--- config.mk ---
export PLATFORM = sky130hd
export DESIGN_NAME = msg_pad_feeder
export DESIGN_NICKNAME = d
export VERILOG_FILES = /design/src/rtl/hwsec_pkg.sv /design/src/rtl/pad_word_reg.sv /design/src/rtl/msg_pad_feeder.sv
export SDC_FILE = /design/constraint.sdc
export NUM_CORES = 1
export LEC_CHECK = 0
export ABC_AREA = 0
export CAP_MARGIN = 20
export CELL_PAD_IN_SITES_DETAIL_PLACEMENT = 1
export CELL_PAD_IN_SITES_GLOBAL_PLACEMENT = 2
export CORE_ASPECT_RATIO = 0.7
export CORE_MARGIN = 2
export CORE_UTILIZATION = 25
export DETAILED_ROUTE_END_ITERATION = 8
export MAX_ROUTING_LAYER = met4
export PLACE_DENSITY_LB_ADDON = 0.1
export REMOVE_ABC_BUFFERS = 1
export SYNTH_ARGS = -nofsm -noshare
export SYNTH_HDL_FRONTEND = slang
export SYNTH_SLANG_ARGS = --single-unit
--- constraint.sdc ---
create_clock -name clk -period 3.15 [get_ports clk]
set_clock_uncertainty 0.05 [all_clocks]
set_input_delay 0.63 -clock clk [delete_from_list [all_inputs] [get_ports clk]]
set_output_delay 0.63 -clock clk [all_outputs]
set_load 0.02 [all_outputs]
--- src/rtl/hwsec_pkg.sv ---
// Shared constants and state encoding for the message padder.
package hwsec_pkg;

  localparam int WORD_W      = 32;
  localparam int BLOCK_WORDS = 16;
  localparam int LEN_W       = 64;
  localparam logic [WORD_W-1:0] PAD_MARKER = 32'h8000_0000;

  typedef enum logic [2:0] {
    PASS   = 3'd0,
    PAD80  = 3'd1,
    ZEROX  = 3'd2,
    ZERO   = 3'd3,
    LEN_HI = 3'd4,
    LEN_LO = 3'd5
  } pad_state_e;

  // State following the word that carries the 0x80 marker at block index idx.
  // idx 13 leaves room only for the length; idx 14 spills; idx 15 starts a fresh block.
  function automatic pad_state_e pad_next(input logic [3:0] idx);
    if (idx == 4'd13)      return LEN_HI;
    else if (idx == 4'd14) return ZEROX;
    else                   return ZERO;
  endfunction

endpackage

--- src/rtl/pad_word_reg.sv ---
// Valid/ready output register holding one padded word and its block flags.
module pad_word_reg
  import hwsec_pkg::*;
(
  input  logic              clk,
  input  logic              rst_n,
  input  logic              i_load,
  input  logic [WORD_W-1:0] i_data,
  input  logic              i_first,
  input  logic              i_last_word,
  input  logic              i_msg_end,
  input  logic              i_ready,
  output logic              o_can_load,
  output logic              o_valid,
  output logic [WORD_W-1:0] o_data,
  output logic              o_first,
  output logic              o_last_word,
  output logic              o_msg_end
);

  logic              r_valid;
  logic [WORD_W-1:0] r_data;
  logic              r_first;
  logic              r_last_word;
  logic              r_msg_end;

  assign o_can_load  = !r_valid || i_ready;
  assign o_valid     = r_valid;
  assign o_data      = r_data;
  assign o_first     = r_first;
  assign o_last_word = r_last_word;
  assign o_msg_end   = r_msg_end;

  always_ff @(posedge clk or negedge rst_n) begin
    if (!rst_n) begin
      r_valid     <= 1'b0;
      r_data      <= '0;
      r_first     <= 1'b0;
      r_last_word <= 1'b0;
      r_msg_end   <= 1'b0;
    end else if (i_load) begin
      r_valid     <= 1'b1;
      r_data      <= i_data;
      r_first     <= i_first;
      r_last_word <= i_last_word;
      r_msg_end   <= i_msg_end;
    end else if (i_ready) begin
      r_valid <= 1'b0;
    end
  end

endmodule

--- src/rtl/msg_pad_feeder.sv ---
// Word-serial SHA-2 style padder: passes message words, then emits 0x80 marker,
// zero fill and the 64-bit bit-length so every message ends on a 16-word boundary.
module msg_pad_feeder
  import hwsec_pkg::*;
(
  input  logic              clk,
  input  logic              rst_n,
  input  logic              in_valid,
  output logic              in_ready,
  input  logic [WORD_W-1:0] in_data,
  input  logic              in_last,
  input  logic [1:0]        in_bytes,
  output logic              out_valid,
  input  logic              out_ready,
  output logic [WORD_W-1:0] out_data,
  output logic              out_first,
  output logic              out_last_word,
  output logic              out_msg_end
);

  pad_state_e        r_state;
  // Index of the next word to be loaded into the output register.
  logic [3:0]        r_word_idx;
  logic [LEN_W-1:0]  r_bit_len;

  logic              w_can_load;
  logic              w_avail;
  logic              w_load;
  logic [WORD_W-1:0] w_word;

  always_comb begin
    w_avail = 1'b1;
    w_word  = '0;
    case (r_state)
      PASS: begin
        w_avail = in_valid;
        w_word  = in_data;
        if (in_last) begin
          case (in_bytes)
            2'd1:    w_word = {in_data[31:24], 8'h80, 16'h0000};
            2'd2:    w_word = {in_data[31:16], 8'h80, 8'h00};
            2'd3:    w_word = {in_data[31:8], 8'h80};
            default: w_word = in_data;
          endcase
        end
      end
      PAD80:   w_word = PAD_MARKER;
      LEN_HI:  w_word = r_bit_len[63:32];
      LEN_LO:  w_word = r_bit_len[31:0];
      default: w_word = '0;
    endcase
  end

  assign in_ready = (r_state == PASS) && w_can_load;
  assign w_load   = w_can_load && w_avail;

  always_ff @(posedge clk or negedge rst_n) begin
    if (!rst_n) begin
      r_state    <= PASS;
      r_word_idx <= '0;
      r_bit_len  <= '0;
    end else if (w_load) begin
      r_word_idx <= r_word_idx + 4'd1;
      case (r_state)
        PASS: begin
          if (in_last && (in_bytes != 2'd0)) begin
            r_bit_len <= r_bit_len + LEN_W'({in_bytes, 3'b000});
            r_state   <= pad_next(r_word_idx);
          end else begin
            r_bit_len <= r_bit_len + LEN_W'(WORD_W);
            if (in_last) r_state <= PAD80;
          end
        end
        PAD80:   r_state <= pad_next(r_word_idx);
        ZEROX:   if (r_word_idx == 4'd15) r_state <= ZERO;
        ZERO:    if (r_word_idx == 4'd13) r_state <= LEN_HI;
        LEN_HI:  r_state <= LEN_LO;
        LEN_LO: begin
          r_state   <= PASS;
          r_bit_len <= '0;
        end
        default: r_state <= PASS;
      endcase
    end
  end

  pad_word_reg u_out_reg (
    .clk         (clk),
    .rst_n       (rst_n),
    .i_load      (w_load),
    .i_data      (w_word),
    .i_first     (r_word_idx == 4'd0),
    .i_last_word (r_word_idx == 4'd15),
    .i_msg_end   (r_state == LEN_LO),
    .i_ready     (out_ready),
    .o_can_load  (w_can_load),
    .o_valid     (out_valid),
    .o_data      (out_data),
    .o_first     (out_first),
    .o_last_word (out_last_word),
    .o_msg_end   (out_msg_end)
  );

endmodule
==> out/metrics.csv, run 1 <==
stage,metric,value,unit
outcome,status,"complete, no violations",
layout,final-seq-area,0.00260,mm²
global_routing,grt_max_degree,65,
worst_hold_path,min_path_type,input pin to async pin,
place,hpwl,15300,µm
drt,drtPass1Iterations,9,
sta,timing.final.crit_share,88.9,%
sta,rsz0062_at_grt,false,
die,core_area,0.0224,mm²
critical_path,cp.required,3380,ps
sta,tightest_slew,915,ps
die,design.die.area,0.0239,mm²
drt,viasPerCell,5.30,
critical_path,worst-r2r-setup-slack,450,ps
global_routing,grt_pass1_vias,5502,
layout,multiInputGateArea,0.00290,mm²
yosys,yosysWarnings,0,
clock_network,clock-root-buffer,clkbuf_16,
drt,route.vias.total,5368,
global_routing,antenna_found_initial,1,
global_routing,grt_overflow,0,
drt,top_layer_used,met4,
global_routing,grt_first_pass_wirelength,32500,µm
drt,wl_per_cell,20.4,µm
clock_network,clockBufferDepth,2,
drt,wl_met2,8660,µm
sta,hold_viol,0,
critical_path,path_max_fanout,19,
global_routing,track_usage,18.4,%
sta,slew_violations,0,
drt,wl_met3,750,µm
clock_network,clkTransAtPathRegs,80,ps
pwr,p_leak,2.84,nW
yosys,synth_cell_types,58,
place,portBuffers,75,
sta,setup_ws,349,ps
flow_run,cap_viol_max_count,0,
clock_network,cts_made_buffers,9,
yosys,synthFlopType,dfrtp_1,
drt,wirelength,20600,µm
layout,num-fill-cells,2597,
sta,max-slew-margin-rel,38.2,%
die,ios,76,
sta,setup_viol,0,
clock_network,cts_htree_levels,3,
die,die_h,130,µm
clock_network,post_cts_resized,0,
drt,dr.first_iter.drc_count,354,
yosys,ys_seq_area_share,45.9,%
place,place_ws,5.77,ps
place,place_congestion,0.795,
pwr,ir_drop,0.265,mV
drt,wl_met1,11000,µm
yosys,synth_seq_cells,104,
critical_path,end_kind,flop,
die,rows,46,
drt,ant_nets,0,
yosys,netlist_area,0.00567,mm²
critical_path,start_kind,input pin,
layout,drive_gt1_share,9.94,%
clock_network,cts_hold_buf,0,
critical_path,cp.arrival,3030,ps
yosys,ys_async_sr_fraction,100,%
clock_network,worstSkewPairLatency,360,ps
sta,fmax,357,MHz
clock_network,cts_setup_buffers,0,
drt,drc,0,
layout,syn2layout_area_growth,28.9,%
clock_network,cts_tree,done,
die,fp.dieW,184,µm
yosys,syn_inst,625,
clock_network,cts_sinks,104,
die,initial_core_util,25.3,%
sta,final.setup.tns,0,ps
pwr,power-per-cell-area,609,mW/mm²
sta,period_needed,2800,ps
yosys,syn_area_per_cell,9.07,µm²
yosys,synth_edf_count,0,
layout,diodes,0,
layout,num-nets-final,766,
critical_path,critical_path_class,input pin to flop,
==> critical path, stage by stage <==
cell and delay [ps]:
clkdlybuf4s50_1 520, or3b_1 410, a211oi_4 300, buf_12 150
nand4_2 100, buf_4 230, or4_1 510, a21oi_1 160
==> metrics by stage <==
step	hold WS (ps)	instance area [µm²]	util (%)	power, mW	std cells
2_1_floorplan	284	5520	-	2.58	589
3_3_place_gp	405	7020	31.3	3.36	996
3_5_place_dp	420	7020	31.3	3.40	996
4_1_cts	179	7300	32.5	4.53	1012
5_1_grt	177	7300	32.5	4.76	1012
6_report	170	7300	32.5	4.45	1012
==> synthesized netlist by cell type, drive strengths merged, types with 2 or more instances <==
| cell type | number | area share, % |
|---|---|---|
| a22o | 3 | 0.46 |
| and3 | 6 | 0.66 |
| clkbuf | 21 | 1.4 |
| xor2 | 16 | 2.5 |
| or4 | 17 | 2.3 |
| nor3 | 8 | 0.71 |
| mux2i | 7 | 1.2 |
| inv | 12 | 0.79 |
| nor3b | 2 | 0.26 |
| a21oi | 53 | 4.7 |
| buf | 15 | 1.1 |
| nand2b | 2 | 0.22 |
| nand2 | 65 | 4.3 |
| a31oi | 2 | 0.22 |
| a32o | 2 | 0.35 |
| o31ai | 25 | 3.3 |
| nor2b | 3 | 0.33 |
| dfrtp | 104 | 46 |
| o21ai | 48 | 4.2 |
| xnor2 | 6 | 0.93 |
| or3 | 25 | 2.8 |
| nor4 | 7 | 1.0 |
| a221oi | 4 | 0.62 |
| nand3 | 26 | 2.3 |
| o21a | 4 | 0.53 |
| nor2 | 56 | 3.7 |
| or2 | 2 | 0.22 |
| a222oi | 18 | 3.2 |
| and2 | 3 | 0.33 |
| nand4 | 33 | 3.9 |
| nor4b | 2 | 0.31 |
| ha | 7 | 1.5 |
==> worst paths after layout <==
kind | start | endpoint | depth (start not counted)
setup / recovery | in_valid | r_bit_len[57] | 8
hold / removal | rst_n | u_out_reg.o_msg_end | 1
setup reg to reg | r_bit_len[7] | r_bit_len[38] | 6
hold reg to reg | u_out_reg.o_first | u_out_reg.o_first | 2
max in group asynchronous | rst_n | u_out_reg.o_first | 2
min in group clk | u_out_reg.o_first | u_out_reg.o_first | 2
==> where the power goes <==
group	total (mW)	switching [mW]	leakage (nW)	internal [mW]
registers	1.72	0.185	1.41	1.53
clock network	1.10	0.558	0.125	0.544
logic	1.62	0.967	1.30	0.657
total	4.45	1.71	2.84	2.74
==> cell usage in the layout (no fill, tap or decap), drive strengths merged, types with 3 or more instances in the layout <==
| cell type | synthesis | final |
|---|---|---|
| dfrtp | 104 | 104 |
| o21a | 4 | 4 |
| buf | 15 | 45 |
| a21oi | 53 | 53 |
| inv | 12 | 14 |
| nor4 | 7 | 7 |
| nand2 | 65 | 65 |
| and2 | 3 | 3 |
| nor3 | 8 | 8 |
| xnor2 | 6 | 6 |
| clkdlybuf4s50 | 0 | 74 |
| o31ai | 25 | 25 |
| a222oi | 18 | 18 |
| nor2b | 3 | 3 |
| xor2 | 16 | 16 |
| clkbuf | 21 | 9 |
| mux2i | 7 | 7 |
| ha | 7 | 7 |
| a22o | 3 | 3 |
| o21ai | 48 | 48 |
| nand4 | 33 | 33 |
| clkinvlp | 0 | 4 |
| or4 | 17 | 17 |
| and3 | 6 | 6 |
| nor2 | 56 | 56 |
| or3 | 25 | 25 |
| a221oi | 4 | 4 |
| nand3 | 26 | 26 |
==> sequential cells by signal, summed over array words and instances, names as in the netlist <==
signal                 cells
u_out_reg.o_data          32
u_out_reg.o_valid          1
r_state                    3
r_bit_len                 61
u_out_reg.o_first          1
u_out_reg.o_msg_end        1
u_out_reg.o_last_word      1
r_word_idx                 4
==> kinds of logic after synthesis <==
kind of cell	Yosys count	share of synthesized area [%]
and+or+nand+nor	262	24.1
AOI/OAI and AO/OA	173	19.9
DFF	104	45.9
buffers and inverters	48	3.33
xor gates and xnor gates	22	3.40
muxes	8	1.43
adders and majority gates	8	1.90
==> per-layer routing <==
metal  track usage [%]  vias to the layer above
met5                 -                        -
met4              3.76                        0
met3              2.79                       14
met2              26.7                      103
met1              27.1                     2720
li1                  -                     2531
==> cell type report <==
class	instances	area share (%)
clock buffers	9	3.08
clock inverters	7	0.771
repair buffers	119	15.3
flip-flops and latches	104	35.6
inverters	12	0.617
well taps	288	4.93
multi-input cells	473	39.7
No activity file was read; power rests on OpenSTA's default activity.
==> inputs of run 2 (changes only) <==
- clock period: 3.15 -> 2.7 ns (I/O delays scaled with it)
==> run 2 against run 1 <==
  * Die area stayed put
  * Sequential power grew 15%
  * Sequential share of layout area shrank 1.3 points
  * Non-clock buffer count grew 29
  * Power is 22% higher
  * Highest routed layer unchanged
==> out/metrics.csv, run 2 (synthesis gave the netlist of run 1 again) <==
stage,metric,value,unit
sta,setup_viol,0,
critical_path,critical_path_class,input pin to flop,
sta,slew_violations,0,
critical_path,cp.arrival,2870,ps
drt,drtPass1Iterations,6,
place,place_ws,-392,ps
outcome,status,"complete, no violations",
critical_path,path_max_fanout,18,
die,rows,46,
place,portBuffers,75,
clock_network,cts_made_buffers,9,
layout,postLayoutCoreUtil,33.8,%
critical_path,end_kind,flop,
layout,regMostFlops,r_bit_len,
global_routing,grt_pass1_vias,5710,
layout,largest_reg_flops,61,
layout,layout_common_cells,"104 x dfrtp_1, 73 x clkdlybuf4s50_1, 67 x buf_4, 65 x nand2_1, 56 x nor2_1",
sta,max-slew-margin-rel,35.2,%
clock_network,clockBufferDepth,2,
die,fp.dieW,184,µm
drt,ant_nets,0,
layout,final_common_cell,dfrtp_1,
drt,route.vias.total,5521,
pwr,p_leak,3.03,nW
sta,hold_viol,0,
global_routing,antenna_found_initial,0,
global_routing,track_usage,19.4,%
sta,tightest_slew,959,ps
flow_run,cap_viol_max_count,0,
place,place_congestion,0.816,
die,die_h,130,µm
layout,diodes,0,
clock_network,clkTransAtPathRegs,80,ps
die,initial_core_util,25.3,%
layout,drive_gt1_share,13.3,%
sta,setup_ws,58.0,ps
sta,timing.final.crit_share,97.9,%
sta,period_needed,2640,ps
die,ios,76,
clock_network,clock-root-buffer,clkbuf_16,
critical_path,start_kind,input pin,
drt,dr.first_iter.drc_count,385,
pwr,power-per-cell-area,716,mW/mm²
drt,wl_per_cell,20.8,µm
sta,rsz0062_at_grt,false,
die,design.die.area,0.0239,mm²
drt,drc,0,
sta,hold_slack,112,ps
sta,fmax,379,MHz
pwr,ir_drop,0.311,mV
drt,viasPerCell,5.31,
global_routing,grt_max_degree,65,
global_routing,grt_first_pass_wirelength,34300,µm
layout,num-fill-cells,2566,
place,hpwl,16000,µm
global_routing,grt_overflow,0,
pwr,finalPower,5.43,mW
layout,num-nets-final,795,
clock_network,cts_hold_buf,0,
die,core_area,0.0224,mm²
drt,wirelength,21600,µm
critical_path,cp.required,2930,ps
clock_network,cts_sinks,104,
clock_network,worstSkewPairLatency,360,ps
clock_network,cts_tree,done,
worst_hold_path,min_path_type,input pin to async pin,
layout,syn2layout_area_growth,33.9,%
critical_path,reg2reg_depth,7,
clock_network,cts_htree_levels,3,
run 2: cell count changes in the layout (fill, tap and decap cells not counted), sizes merged:
cell,before,now
clkinvlp,4,2
dlygate4sd2,0,1
clkinv,1,2
bufinv,0,2
buf,45,74
clkdlybuf4s50,74,73
inv,14,12
run 2: per-stage QoR:
step,std cells,cell area [µm²],TNS [ps]
CTS,1040,7570,0
global route,1040,7590,0
global placement,1024,7260,-9680
detailed placement,1024,7260,-11570
floorplan,589,5520,-334250
finish,1040,7590,0
run 2: worst max-delay path, cell delays in order:
cell and delay, ps:
clkdlybuf4s50_1 540, or3b_1 410, a211oi_4 270, buf_12 160, nand4_2 100, buf_6 180
or4_1 500, a21oi_1 170
run 2: area by class of cell:
type	count	area, µm²	share of cell area [%]
multi-input combinational	473	2910	38.3
timing repair buffer	148	1370	18.0
tap	288	360	4.75
clock buffer	9	225	2.97
inverter	12	45.0	0.593
sequential	104	2600	34.3
clock inverter	6	85.1	1.12
run 2: repair_timing:
item / in CTS / in global routing
pin swaps: 1 / 1
setup endpoints to repair: 3 / 18
resized for setup: 1 / 3
setup buffers: 1 / 0
run 2: routing by layer:
layer | part of all wire [%] | up-vias | wire (µm) | global-route usage, %
li1 | - | 2601 | - | -
met1 | 53 | 2815 | 11500 | 28.2
met2 | 43 | 93 | 9270 | 28.7
met3 | 3.0 | 12 | 642 | 2.60
met4 | 1.0 | 0 | 217 | 4.33
met5 | 0 | - | 0 | -
run 2: path summary, 6_finish.rpt:
path                                 startpoint                   end  slack [ps]
max reg2reg                       r_bit_len[36]         r_bit_len[63]         220
min reg2reg                u_out_reg.o_data[27]  u_out_reg.o_data[27]         430
min in group clk           u_out_reg.o_data[27]  u_out_reg.o_data[27]         430
min                                       rst_n   u_out_reg.o_msg_end         110
max                                    in_valid         r_bit_len[63]          60
max in group asynchronous                 rst_n   u_out_reg.o_data[7]        1740
run 2: report_power, final:
group,internal [mW],switching [mW],leakage [nW]
clock network,0.806,0.642,0.147
registers,1.79,0.189,1.41
logic,0.834,1.17,1.47
total,3.43,2.00,3.03
